[config.mk]
export PLATFORM = sky130hd
export DESIGN_NAME = seq_multiplier_nxn
export DESIGN_NICKNAME = d
export VERILOG_FILES = /design/src/rtl/seq_multiplier_nxn.sv
export SDC_FILE = /design/constraint.sdc
export NUM_CORES = 1
export LEC_CHECK = 0
export ABC_CLOCK_PERIOD_IN_PS = 2550
export BUFFER_PORTS_ARGS = -buffer_cell sky130_fd_sc_hd__buf_2
export CAP_MARGIN = 10
export CORE_MARGIN = 4
export CORE_UTILIZATION = 53
export DETAILED_ROUTE_END_ITERATION = 16
export PLACE_DENSITY = 0.74
export REMOVE_ABC_BUFFERS = 1
export SLEW_MARGIN = 20
export SYNTH_ARGS = -nofsm -noshare
export SYNTH_HDL_FRONTEND = slang
export SYNTH_SLANG_ARGS = --single-unit
[constraint.sdc]
create_clock -name clk -period 2.55 [get_ports clk]
set_input_delay 0 -clock clk [delete_from_list [all_inputs] [get_ports clk]]
set_output_delay 0 -clock clk [all_outputs]
set_load 0.02 [all_outputs]
[src/rtl/seq_multiplier_nxn.sv]
`default_nettype none
// ============================================================================
// Module  : seq_multiplier_nxn
// Brief   : Sequential WIDTH x WIDTH multiplier, DIGIT bits of b per cycle,
//           unsigned or two's complement, with start/busy/done handshake.
// Rev     : 1.0
// ============================================================================
module seq_multiplier_nxn #(
    parameter int WIDTH = 8,
    parameter int DIGIT = 2
) (
    input  logic               clk,
    input  logic               rst,
    input  logic               start,
    input  logic [WIDTH-1:0]   a,
    input  logic [WIDTH-1:0]   b,
    input  logic               signed_mode,
    output logic               busy,
    output logic               done,
    output logic [2*WIDTH-1:0] product
);

    localparam int N  = WIDTH / DIGIT;
    localparam int PW = WIDTH + DIGIT;
    localparam int AW = 2 * WIDTH;
    localparam int CW = (N > 1) ? $clog2(N) : 1;
    localparam logic [CW-1:0] C_LAST = CW'(N - 1);

    typedef enum logic [1:0] {
        S_IDLE = 2'd0,
        S_CALC = 2'd1,
        S_FIX  = 2'd2,
        S_DONE = 2'd3
    } state_t;

    state_t           r_state;
    logic [WIDTH-1:0] r_ma;
    logic [WIDTH-1:0] r_mb;
    logic             r_neg;
    logic [AW-1:0]    r_acc;
    logic [CW-1:0]    r_cnt;

    logic [WIDTH-1:0] w_abs_a;
    logic [WIDTH-1:0] w_abs_b;
    logic             w_neg;
    logic [DIGIT-1:0] w_digit;
    logic [PW-1:0]    w_pp;
    logic [AW-1:0]    w_acc_next;

    // The magnitude of the most negative operand still fits in WIDTH unsigned bits.
    always_comb begin
        w_abs_a    = (signed_mode && a[WIDTH-1]) ? (~a + WIDTH'(1)) : a;
        w_abs_b    = (signed_mode && b[WIDTH-1]) ? (~b + WIDTH'(1)) : b;
        w_neg      = signed_mode & (a[WIDTH-1] ^ b[WIDTH-1]);
        w_digit    = r_mb[WIDTH-1 -: DIGIT];
        w_pp       = PW'(r_ma) * PW'(w_digit);
        w_acc_next = (r_acc << DIGIT) + AW'(w_pp);
    end

    // busy/done are registered from the state, so they trail it by one cycle.
    always_ff @(posedge clk) begin
        if (!rst) begin
            r_state <= S_IDLE;
            busy    <= 1'b0;
            done    <= 1'b0;
            product <= '0;
            r_ma    <= '0;
            r_mb    <= '0;
            r_neg   <= 1'b0;
            r_acc   <= '0;
            r_cnt   <= '0;
        end else begin
            busy <= (r_state == S_CALC) || (r_state == S_FIX);
            done <= (r_state == S_DONE);
            case (r_state)
                S_IDLE, S_DONE: begin
                    if (start) begin
                        r_ma    <= w_abs_a;
                        r_mb    <= w_abs_b;
                        r_neg   <= w_neg;
                        r_acc   <= '0;
                        r_cnt   <= '0;
                        r_state <= S_CALC;
                    end else begin
                        r_state <= S_IDLE;
                    end
                end
                S_CALC: begin
                    r_acc <= w_acc_next;
                    r_mb  <= r_mb << DIGIT;
                    r_cnt <= r_cnt + CW'(1);
                    if (r_cnt == C_LAST) begin
                        r_state <= S_FIX;
                    end
                end
                S_FIX: begin
                    product <= r_neg ? (~r_acc + AW'(1)) : r_acc;
                    r_state <= S_DONE;
                end
                default: begin
                    r_state <= S_IDLE;
                end
            endcase
        end
    end

endmodule
`default_nettype wire

# ---- After elaboration in Yosys (flattened, before gate mapping)
# Index checks and enable logic that the tools add are counted.
dict set report totals {
  elab_cells 46
  ff_bits 55
  input_bits 20
  output_inout_bits 18
}
dict set report classes {
  n_addsub 5
  n_bitwise 5
  eq_ne 6
  muxes 12
  n_reduce_logical 8
  mul 1
}
# op count
set ops {}
lappend ops {{16-bit 2-to-1 mux} 2}
lappend ops {{16-bit case mux with 2 select lines} 1}
lappend ops {{8-bit 2-to-1 mux} 3}
lappend ops {{16-bit by 1-bit adder with 16-bit output (second input constant)} 1}
lappend ops {{16-bit by 10-bit adder with 16-bit output} 1}
lappend ops {{8-bit by 1-bit adder with 8-bit output (second input constant)} 2}
lappend ops {{16-bit NOT} 1}
lappend ops {{8-bit NOT} 2}
lappend ops {{8-bit case mux with 2 select lines} 1}
lappend ops {{8-bit by 2-bit multiplier with 10-bit output} 1}
lappend ops {{2-bit equality test (second input constant)} 3}
lappend ops {{2-bit case mux with 3 select lines} 1}
lappend ops {{2-bit 2-to-1 mux} 2}
lappend ops {{2-bit case mux with 2 select lines} 1}
lappend ops {{2-bit AND reduction} 2}
lappend ops {{2-bit by 1-bit adder with 2-bit output (second input constant)} 1}
lappend ops {{2-bit by 1-bit equality test with 1-bit output (second input constant)} 1}
lappend ops {{1-bit logical AND} 2}
lappend ops {{2-bit zero test} 1}
lappend ops {{2-bit by 1-bit inequality test with 1-bit output (second input constant)} 1}
lappend ops {{2-bit inequality test (second input constant)} 1}
lappend ops {{2-bit nonzero test} 1}
lappend ops {{2-bit OR reduction} 1}
lappend ops {{1-bit AND} 1}
lappend ops {{3 further kinds} 3}

# ---- Depth between registers and ports, before layout
# Gate-level depths: netlist of run 1.
dict set report depth {
  depth_word 5
  ltp_mapped 12
  mapped_depth_nobuf 11
}

# ---- Worst setup path after synthesis of run 1
# Ideal clock, no wire load.
dict set report synth_timing {
  path_kind {register to register}
  from {register r_mb[7]}
  to {register r_acc[8]}
  t_arrival_ps 2580
  required_ps 2433
  path_buffers 1
  path_stages_with_launch 13
  period_less_slack_ps 2697
  setup_time_ps 117
  path_slack_ps -147
  path_cell_list {dfxtp_1 clkbuf_1 nand2_1 fa_1 inv_1 ha_1 inv_1 fa_1 nand2b_1 a21oi_1 o21a_1 o21ai_0 a32o_1}
}
dict set report synth_via {
  elab_chain_cells 3
}
# element line_no
set synth_rtl {}
lappend synth_rtl {{start: declaration} 38} ;# logic [WIDTH-1:0] r_mb;
lappend synth_rtl {{start signal: assignment} 79} ;# r_mb <= w_abs_b;
lappend synth_rtl {{start signal: assignment} 90} ;# r_mb <= r_mb << DIGIT;
lappend synth_rtl {{8-bit by 2-bit multiplier with 10-bit output} 56} ;# w_pp = PW'(r_ma) * PW'(w_digit);
lappend synth_rtl {{16-bit by 10-bit adder with 16-bit output} 57} ;# w_acc_next = (r_acc << DIGIT) + AW'(w_pp);
lappend synth_rtl {{16-bit case mux with 2 select lines} 75} ;# case (r_state)
lappend synth_rtl {{end signal: assignment} 89} ;# r_acc <= w_acc_next;
lappend synth_rtl {{end: declaration} 40} ;# logic [AW-1:0] r_acc;
# Every way passes these cells.
# A chain may end at the register's enable or synchronous reset.

# ---- Final worst setup path of run 1
dict set report layout_timing {
  from {register r_mb[7]}
  to {register r_acc[12]}
}
# Same word-level chain as after synthesis.

==> results of run 1 <==
-- Yosys cell counts (2+ instances only) --
master and instances:
mux2i_1 2, mux2_2 2, and3_1 2, a21oi_1 30, ha_1 17, and2_1 7
a21boi_0 2, a22oi_1 2, o221ai_1 3, clkbuf_1 20, o211ai_1 2, o31ai_1 4
buf_1 3, inv_1 31, xor2_1 17, xnor2_1 10, a41oi_1 3, nand2_1 46
nand2b_1 3, o2111ai_1 2, o21ai_0 20, a311oi_1 4, nor2_1 39, nand4_1 3
nor4_1 3, nand3_1 15, fa_1 7, nor3_1 5, nand3b_1 4, buf_2 2
or3_1 5, a31oi_1 7, a32o_1 3, a211oi_1 17, dfxtp_1 55, o41ai_1 3
or4_1 5
-- worst register-to-register path, stage by stage, from the launching register on --
cell and delay, ns:
dfxtp_2 0.35, nand2_1 0.07, fa_1 0.46, inv_1 0.08
ha_2 0.19, inv_2 0.05, fa_2 0.39, nand2b_4 0.16
a21oi_4 0.16, buf_6 0.13, o2111ai_1 0.14, xor2_1 0.18
o21ai_1 0.15
-- timing repair --
action | 4_1_cts | 5_1_grt
endpoints found under the hold margin | 6 | 0
hold buffers | 6 | 0
pin swaps | 1 | 11
setup endpoints to repair | 6 | 8
buffers inserted | 0 | 7
resized for setup | 9 | 26
-- registers in the layout, summed over array words and instances (netlist names) --
register,flops
busy,1
done,1
product,16
r_acc,16
r_cnt,2
r_ma,8
r_mb,8
r_neg,1
r_state,2
-- cell type report --
class | count | area (µm²)
tap | 75 | 93.8
fill | 484 | 1910
clock buffer | 5 | 68.8
timing repair buffer | 82 | 549
inverter | 31 | 116
clock inverter | 2 | 37.5
sequential | 55 | 1110
multi-input combinational | 303 | 2110
-- power breakdown --
group	internal, mW	switching (mW)	leakage (nW)
clock	0.287	0.287	0.0502
combinational	0.517	0.782	1.22
sequential	1.05	0.113	0.451
-- stage by stage --
| step | setup WS, ns | cells | cell area, µm² |
|---|---|---|---|
| after floorplan | -0.0384 | 389 | 3210 |
| after global placement | 0.0304 | 533 | 3730 |
| after detailed placement | -0.127 | 533 | 3730 |
| after CTS | 0.00608 | 546 | 3930 |
| after global routing | -0.103 | 553 | 4090 |
| final | -0.00240 | 553 | 4090 |
-- per-layer routing --
layer / vias to the layer above / track usage, %
li1: 1591 / -
met2: 92 / 32.4
met1: 1430 / 30.6
met3: 15 / 2.55
met5: - / 0
met4: 0 / 6.37
-- path summary, 6_finish.rpt --
path	start	end	slack (ns)	cells past startpoint
min reg2reg	r_cnt[1]	r_cnt[1]	0.47	2
min	a[3]	r_ma[3]	0.006	3
max reg2reg	r_mb[7]	r_acc[12]	-0.002	12
max	r_mb[7]	r_acc[12]	-0.002	12
-- logic make-up (layout without fill, tap and decap cells) --
kind of cell,after synthesis,after routing
compound gates,107,107
xor+xnor,27,27
fa+ha+maj,24,24
buf+inv,56,120
flops,55,55
mux,4,4
simple gates,141,141
==> flow_summary.toml, run 1 <==
[floorplanning]
ios = 38
die-width_um = 87.0
dieArea_um2 = 7570
die_h_um = 87.0
start_util_pct = 55.2
row_count = 28
fp.coreArea_um2 = 5990

[global_routing]
grt_pass1_vias = 2798
grt_use_total_pct = 21.0
grt_pass1_wl_mm = 12.9
antenna_found_initial = 0
grt_start_max_net_pins = 40
gr-total-overflow = 0

[timing]
relSlewSlack_pct = 67.4
fin_hold_ws_ns = 0.00554
worst_slack_ns = -0.00240
slew_viol_final = 0
fmax_ghz = 0.392
setup_viol = 1
rsz0062_at_grt = "true"
worst_pin_slew_ns = 0.488
finalCriticalPeriod_ns = 2.55
tns_ns = -0.00240
finalHoldViolCount = 0
clock_skew_ns = 0.0137
min_period_over_period_pct = 100

[detailed_routing]
drc_errors = 0
wl_mm = 7.85
met3WireLength_um = 406
route.met2.wl_mm = 3.54
drtAntennaViolNets = 0
num_vias = 3128
dr.first_iter.drc_count = 211
drt-met1-wl_mm = 3.76
drtPass1Iterations = 6
drt-vias-per-instance = 5.66
wl_per_cell_um = 14.2
top_layer = "met4"

[logic_synthesis]
synth-async-reset-ratio_pct = 0
yosys.area_share.simple_pct = 20.0
ys.flop_type = "dfxtp_1"
synth_edf_count = 0
synthXorXnorAreaFrac_pct = 7.15
synthesis.area_um2 = 3310
synth.avg_cell_area_um2 = 7.99
ys_warn_count = 0
synth_top_family_by_area = "compound AO/OA/AOI/OAI gates"
synth_compound_area_share_pct = 21.2
seq_area_frac_synth_pct = 33.3
synth.top_cell.area_share_pct = 33.3
ys_types = 46
synthCells = 414
synth_fa_ha_area_share_pct = 10.7
synth-seq-cells = 55
synth_top_area_cell = "dfxtp_1"
synthMuxAreaShare_pct = 1.29
synth.area.top_cells = "dfxtp_1 33%, ha_1 6.4%, nand2_1 5.2%"

[clock_network]
h-tree-depth = 2
cts_sinks = 55
clk_pin_slew_worst_paths_ns = 0.11
numCtsBuffers = 5
max-clock-path-buffers = 2
insertion_delay_ns = 0.32
clock-root-buffer = "clkbuf_8"
tritoncts = "yes"

[worst_setup_path]
criticalPathCategory = "flop to flop"
crit_fanout = 4
critPathTopFamily = "adder cells"
worst_setup_path_end_kind = "flop"
cp_num_buf_inv = 3
path_cells = "nand2_1 -> fa_1 -> inv_1 -> ha_2 -> inv_2 -> fa_2 -> nand2b_4 -> a21oi_4 -> buf_6 -> o2111ai_1 -> xor2_1 -> o21ai_1"
required_ns = 2.80
critical_path.max_stage_delay_ns = 0.46
slowest_stage = "fa_1"
worstSetupStartpointType = "flop"
crit_arrival_ns = 2.81

[cells_and_area]
mostFrequentLayoutCell = "dfxtp_1"
antennaDiodeCount = 0
area_delta_synth_final_pct = 23.4
final_cell_mix = "50 x dfxtp_1, 45 x nand2_1, 38 x nor2_1"
fin_nets = 522
fin_util_pct = 68.2
drive_gt1_share_pct = 23.0

[power_and_ir_drop]
powerDensity_nw_per_um2 = 743
max-vdd-ir-drop_mv = 0.791
power_mw = 3.04
p_leak_nw = 1.72

[placement]
gp_congestion = 0.838
place.detailed.hpwl_mm = 5.58
port_buffers = 37

[run]
timing.max_cap.violations = 0

[outcome]
violations = "setup timing"
status = "complete, but fails checks"

[hold_path]
hp-class = "primary input to flop"
(Power assumes the default switching activity.)
==> inputs of run 2 (changes only) <==
--- a/config.mk
+++ b/config.mk
@@ -9,9 +9,9 @@
 export BUFFER_PORTS_ARGS = -buffer_cell sky130_fd_sc_hd__buf_2
 export CAP_MARGIN = 10
 export CORE_MARGIN = 4
-export CORE_UTILIZATION = 53
+export CORE_UTILIZATION = 28
 export DETAILED_ROUTE_END_ITERATION = 16
-export PLACE_DENSITY = 0.74
+export PLACE_DENSITY = 0.44
 export REMOVE_ABC_BUFFERS = 1
 export SLEW_MARGIN = 20
 export SYNTH_ARGS = -nofsm -noshare
==> run 2 against run 1 <==
Against the previous run: the flow now finishes without violations; utilization down 31 points; non-clock buffer count up 2; worst hold slack better by 0.0029 ns; critical path type unchanged; largest power group unchanged.
==> flow_summary.toml, run 2 (synthesized netlist as in run 1, its figures left out) <==
[outcome]
status = "completed"

[floorplanning]
row_count = 39
start_util_pct = 28.7
die_h_um = 117
ios = 38
dieArea_um2 = 13600
die-width_um = 117
fp.coreArea_um2 = 11500

[timing]
clock_skew_ns = 0.00353
min_period_over_period_pct = 97.9
finalCriticalPeriod_ns = 2.50
relSlewSlack_pct = 65.4
worst_pin_slew_ns = 0.519
tns_ns = 0
finalHoldViolCount = 0
slew_viol_final = 0
rsz0062_at_grt = "true"
fmax_ghz = 0.401
setup_viol = 0

[detailed_routing]
drt-met1-wl_mm = 4.43
drt-vias-per-instance = 4.90
route.met2.wl_mm = 3.95
drtPass1Iterations = 4
wl_per_cell_um = 13.8
top_layer = "met4"
dr.first_iter.drc_count = 102
num_vias = 3059
drtAntennaViolNets = 0
drc_errors = 0
wl_mm = 8.61
met3WireLength_um = 181

[clock_network]
cts_sinks = 55
clk_pin_slew_worst_paths_ns = 0.07
numCtsBuffers = 5
insertion_delay_ns = 0.29
max-clock-path-buffers = 2
clock-root-buffer = "clkbuf_16"
h-tree-depth = 2
tritoncts = "yes"

[global_routing]
grt_start_max_net_pins = 40
gr-total-overflow = 0
antenna_found_initial = 0
grt_use_total_pct = 13.1
grt_pass1_wl_mm = 14.4
grt_pass1_vias = 2887

[cells_and_area]
area_delta_synth_final_pct = 27.8
regArea_um2 = 1110
finalInstanceArea_um2 = 4230
reg_top3 = "product x16, r_acc x16"
fin_nets = 524
final_cell_mix = "49 x dfxtp_1, 42 x buf_4, 41 x nand2_1"
drive_gt1_share_pct = 25.6
multi_input_area_um2 = 2120
fillCellCount = 1240
mostFrequentLayoutCell = "dfxtp_1"
antennaDiodeCount = 0

[power_and_ir_drop]
powerDensity_nw_per_um2 = 764
p_leak_nw = 1.76
max-vdd-ir-drop_mv = 0.340
power_mw = 3.23

[worst_setup_path]
criticalPathCategory = "flop to flop"
critical_path.max_stage_delay_ns = 0.51
crit_fanout = 5
required_ns = 2.74
slowest_stage = "fa_1"
r2r_cells = 11
worstSetupStartpointType = "flop"
path_cells = "buf_6 -> nand2_2 -> fa_1 -> inv_2 -> ha_4 -> buf_4 -> nand2b_4 -> a21oi_4 -> o21a_1 -> or3_1 -> a32o_1"
crit_arrival_ns = 2.68
worst_setup_path_end_kind = "flop"

[placement]
place.detailed.hpwl_mm = 6.55
port_buffers = 37
placed_cell_area_um2 = 3850
gp_congestion = 0.741

[hold_path]
hp-class = "primary input to flop"
hold_depth = 3

[run]
timing.max_cap.violations = 0
==> run 2: final timing paths <==
kind	startpoint	end	slack (ns)
setup / recovery	r_mb[6]	r_acc[8]	0.05
hold / removal	b[0]	r_mb[0]	0.008
setup reg to reg	r_mb[6]	r_acc[8]	0.05
hold reg to reg	r_cnt[1]	r_cnt[1]	0.46
==> run 2: critical path, delay by kind of cell, from the launching register on <==
family                   cells  cell delay (ns)
adder cells (fa/ha/maj)      2             0.73
AO/OA/AOI/OAI                3             0.54
AND/OR/NAND/NOR              3             0.46
flip-flops                   1             0.36
buffers and inverters        3             0.31
==> run 2: repair_timing <==
item	CTS	global route
setup endpoints to repair	7	7
hold buffers	3	0
pin swaps	1	20
setup buffers	1	7
hold endpoints to repair	3	0
resized for setup	15	24
==> run 2: through the flow <==
stage                     worst slack (ns)  util (%)  hold slack (ns)  instances
final                               0.0541      36.7          0.00844        624
after global routing                -0.111      36.7           0.0364        624
after CTS                          0.00358      35.6          0.00262        618
after detailed placement            -0.140      33.5            0.305        606
after global placement              -0.102      33.5            0.296        606
after floorplan                    -0.0384         -            0.122        389
==> run 2: layout make-up <==
class | count | share of cell area, %
clock inverter | 1 | 0.207
inverter | 31 | 2.75
sequential | 55 | 26.3
clock buffer | 7 | 3.37
timing repair buffer | 84 | 13.1
tap | 143 | 4.23
multi-input combinational | 303 | 50.1
==> run 2: per-layer routing <==
metal	global-route usage (%)	vias up
li1	-	1594
met1	18.8	1421
met2	20.4	41
met3	2.02	3
met4	3.21	0
met5	0	-
==> run 2: where the power goes <==
group / internal [mW] / leakage (nW) / switching [mW]
Combinational: 0.527 / 1.23 / 0.811
Clock: 0.394 / 0.0741 / 0.320
Sequential: 1.05 / 0.451 / 0.125
==> inputs of run 3 (changes only) <==
--- a/config.mk
+++ b/config.mk
@@ -8,7 +8,7 @@
 export ABC_CLOCK_PERIOD_IN_PS = 2550
 export BUFFER_PORTS_ARGS = -buffer_cell sky130_fd_sc_hd__buf_2
 export CAP_MARGIN = 10
-export CORE_MARGIN = 4
+export CORE_MARGIN = 3
 export CORE_UTILIZATION = 28
 export DETAILED_ROUTE_END_ITERATION = 16
 export PLACE_DENSITY = 0.44
==> run 3 against run 2 <==
Against the previous run: clock skew about the same; register-to-register slack better by 0.03 ns; total power up 2.2%; cell count decreased by 0.16%; clock power increased by 12%; non-clock buffer count is 1 lower; highest routed layer unchanged.
==> flow_summary.toml, run 3 (synthesized netlist as in run 1, its figures left out) <==
[outcome]
status = "completed"

[timing]
finalCriticalPeriod_ns = 2.46
finalHoldViolCount = 0
setup_viol = 0
worst_pin_slew_ns = 0.567
slew_viol_final = 0
fmax_ghz = 0.406
clock_skew_ns = 0.00402
tns_ns = 0
min_period_over_period_pct = 96.6
rsz0062_at_grt = "true"
fin_hold_ws_ns = 0.00541
relSlewSlack_pct = 62.1

[worst_setup_path]
crit_fanout = 5
required_ns = 2.74
worst_setup_path_end_kind = "flop"
worstSetupStartpointType = "flop"
crit_arrival_ns = 2.65
r2r_cells = 11
criticalPathCategory = "flop to flop"

[placement]
place.detailed.hpwl_mm = 6.39
gp_congestion = 0.840
placed_cells_incl_taps = 610
port_buffers = 37

[clock_network]
tritoncts = "yes"
h-tree-depth = 2
cts_sinks = 55
clock-root-buffer = "clkbuf_16"
insertion_delay_ns = 0.29
numCtsBuffers = 5
clk_pin_slew_worst_paths_ns = 0.07
max-clock-path-buffers = 2

[cells_and_area]
area_delta_synth_final_pct = 28.1
fin_util_pct = 37.0
instances_no_fill = 623
reg_top3 = "product x16, r_acc x16"
antennaDiodeCount = 0
fin_nets = 523
final_cell_mix = "49 x dfxtp_1, 41 x nand2_1, 41 x buf_4"
drive_gt1_share_pct = 25.2
mostFrequentLayoutCell = "dfxtp_1"
fillCellCount = 1188

[detailed_routing]
wl_mm = 8.31
drc_errors = 0
drt-vias-per-instance = 4.85
wl_per_cell_um = 13.3
dr.first_iter.drc_count = 105
drtAntennaViolNets = 0
num_vias = 3020
drtPass1Iterations = 4

[floorplanning]
start_util_pct = 28.9
die-width_um = 115
ios = 38
dieArea_um2 = 13200
die_h_um = 115
row_count = 39
fp.coreArea_um2 = 11500

[global_routing]
grt_start_max_net_pins = 40
gr-total-overflow = 0
grt_pass1_wl_mm = 14.2
grt_pass1_vias = 2857
grt_use_total_pct = 13.1
antenna_found_initial = 0

[power_and_ir_drop]
powerDensity_nw_per_um2 = 779
max-vdd-ir-drop_mv = 0.522
power_mw = 3.30
p_leak_nw = 1.77

[hold_path]
hp-class = "primary input to flop"
hold_depth = 3

[run]
timing.max_cap.violations = 0
[run 3: stage by stage]
| stage | area (µm²) | worst slack [ns] |
|---|---|---|
| 2_1_floorplan | 3210 | -0.0384 |
| 3_3_place_gp | 3880 | -0.0858 |
| 3_5_place_dp | 3880 | -0.114 |
| 4_1_cts | 4120 | 0.00740 |
| 5_1_grt | 4240 | -0.0277 |
| 6_report | 4240 | 0.0870 |
[run 3: critical path, cell delays in order, from the launching register on]
cell,delay [ns]
dfxtp_4,0.39
buf_6,0.11
nand2_1,0.06
fa_1,0.49
inv_2,0.05
ha_4,0.21
buf_4,0.14
nand2b_4,0.08
a21oi_4,0.07
o21a_1,0.20
or3_1,0.30
a32o_1,0.25
[run 3: routing by layer]
layer	wire, µm	GRT usage (%)	up-vias
met3	207	1.96	4
met2	3760	21.5	41
met1	4260	18.3	1385
met5	0	0	-
met4	80	3.05	0
li1	-	-	1590
[run 3: worst paths after layout]
| path | start | slack (ns) | endpoint |
|---|---|---|---|
| setup / recovery | r_mb[6] | 0.09 | r_acc[8] |
| hold / removal | b[7] | 0.005 | r_mb[7] |
| setup reg to reg | r_mb[6] | 0.09 | r_acc[8] |
| hold reg to reg | r_cnt[1] | 0.46 | r_cnt[1] |
[run 3: what timing repair did]
item                                    4_1_cts  5_1_grt
hold buffers                                  2        0
endpoints found under the hold margin         2        0
setup buffers                                 0        5
gates resized for setup                      15       26
pin swaps                                     4       19
endpoints found under the setup margin        8        8
[run 3: where the power goes]
part           leakage [nW]  switching [mW]  total, mW  internal [mW]
clock                0.0804           0.332      0.800          0.468
combinational          1.24           0.789       1.32          0.526
sequential            0.452           0.135       1.19           1.05
total                  1.77            1.26       3.30           2.05
[run 3: area by class of cell]
type                    instances  area [µm²]  share of cell area [%]
clock buffers                   5         125                    2.95
clock inverters                 3        46.3                    1.09
inverters                      31         116                    2.74
multi-input cells             303        2110                    49.8
flip-flops and latches         55        1110                    26.3
well taps                     143         179                    4.22
repair buffers                 83         547                    12.9
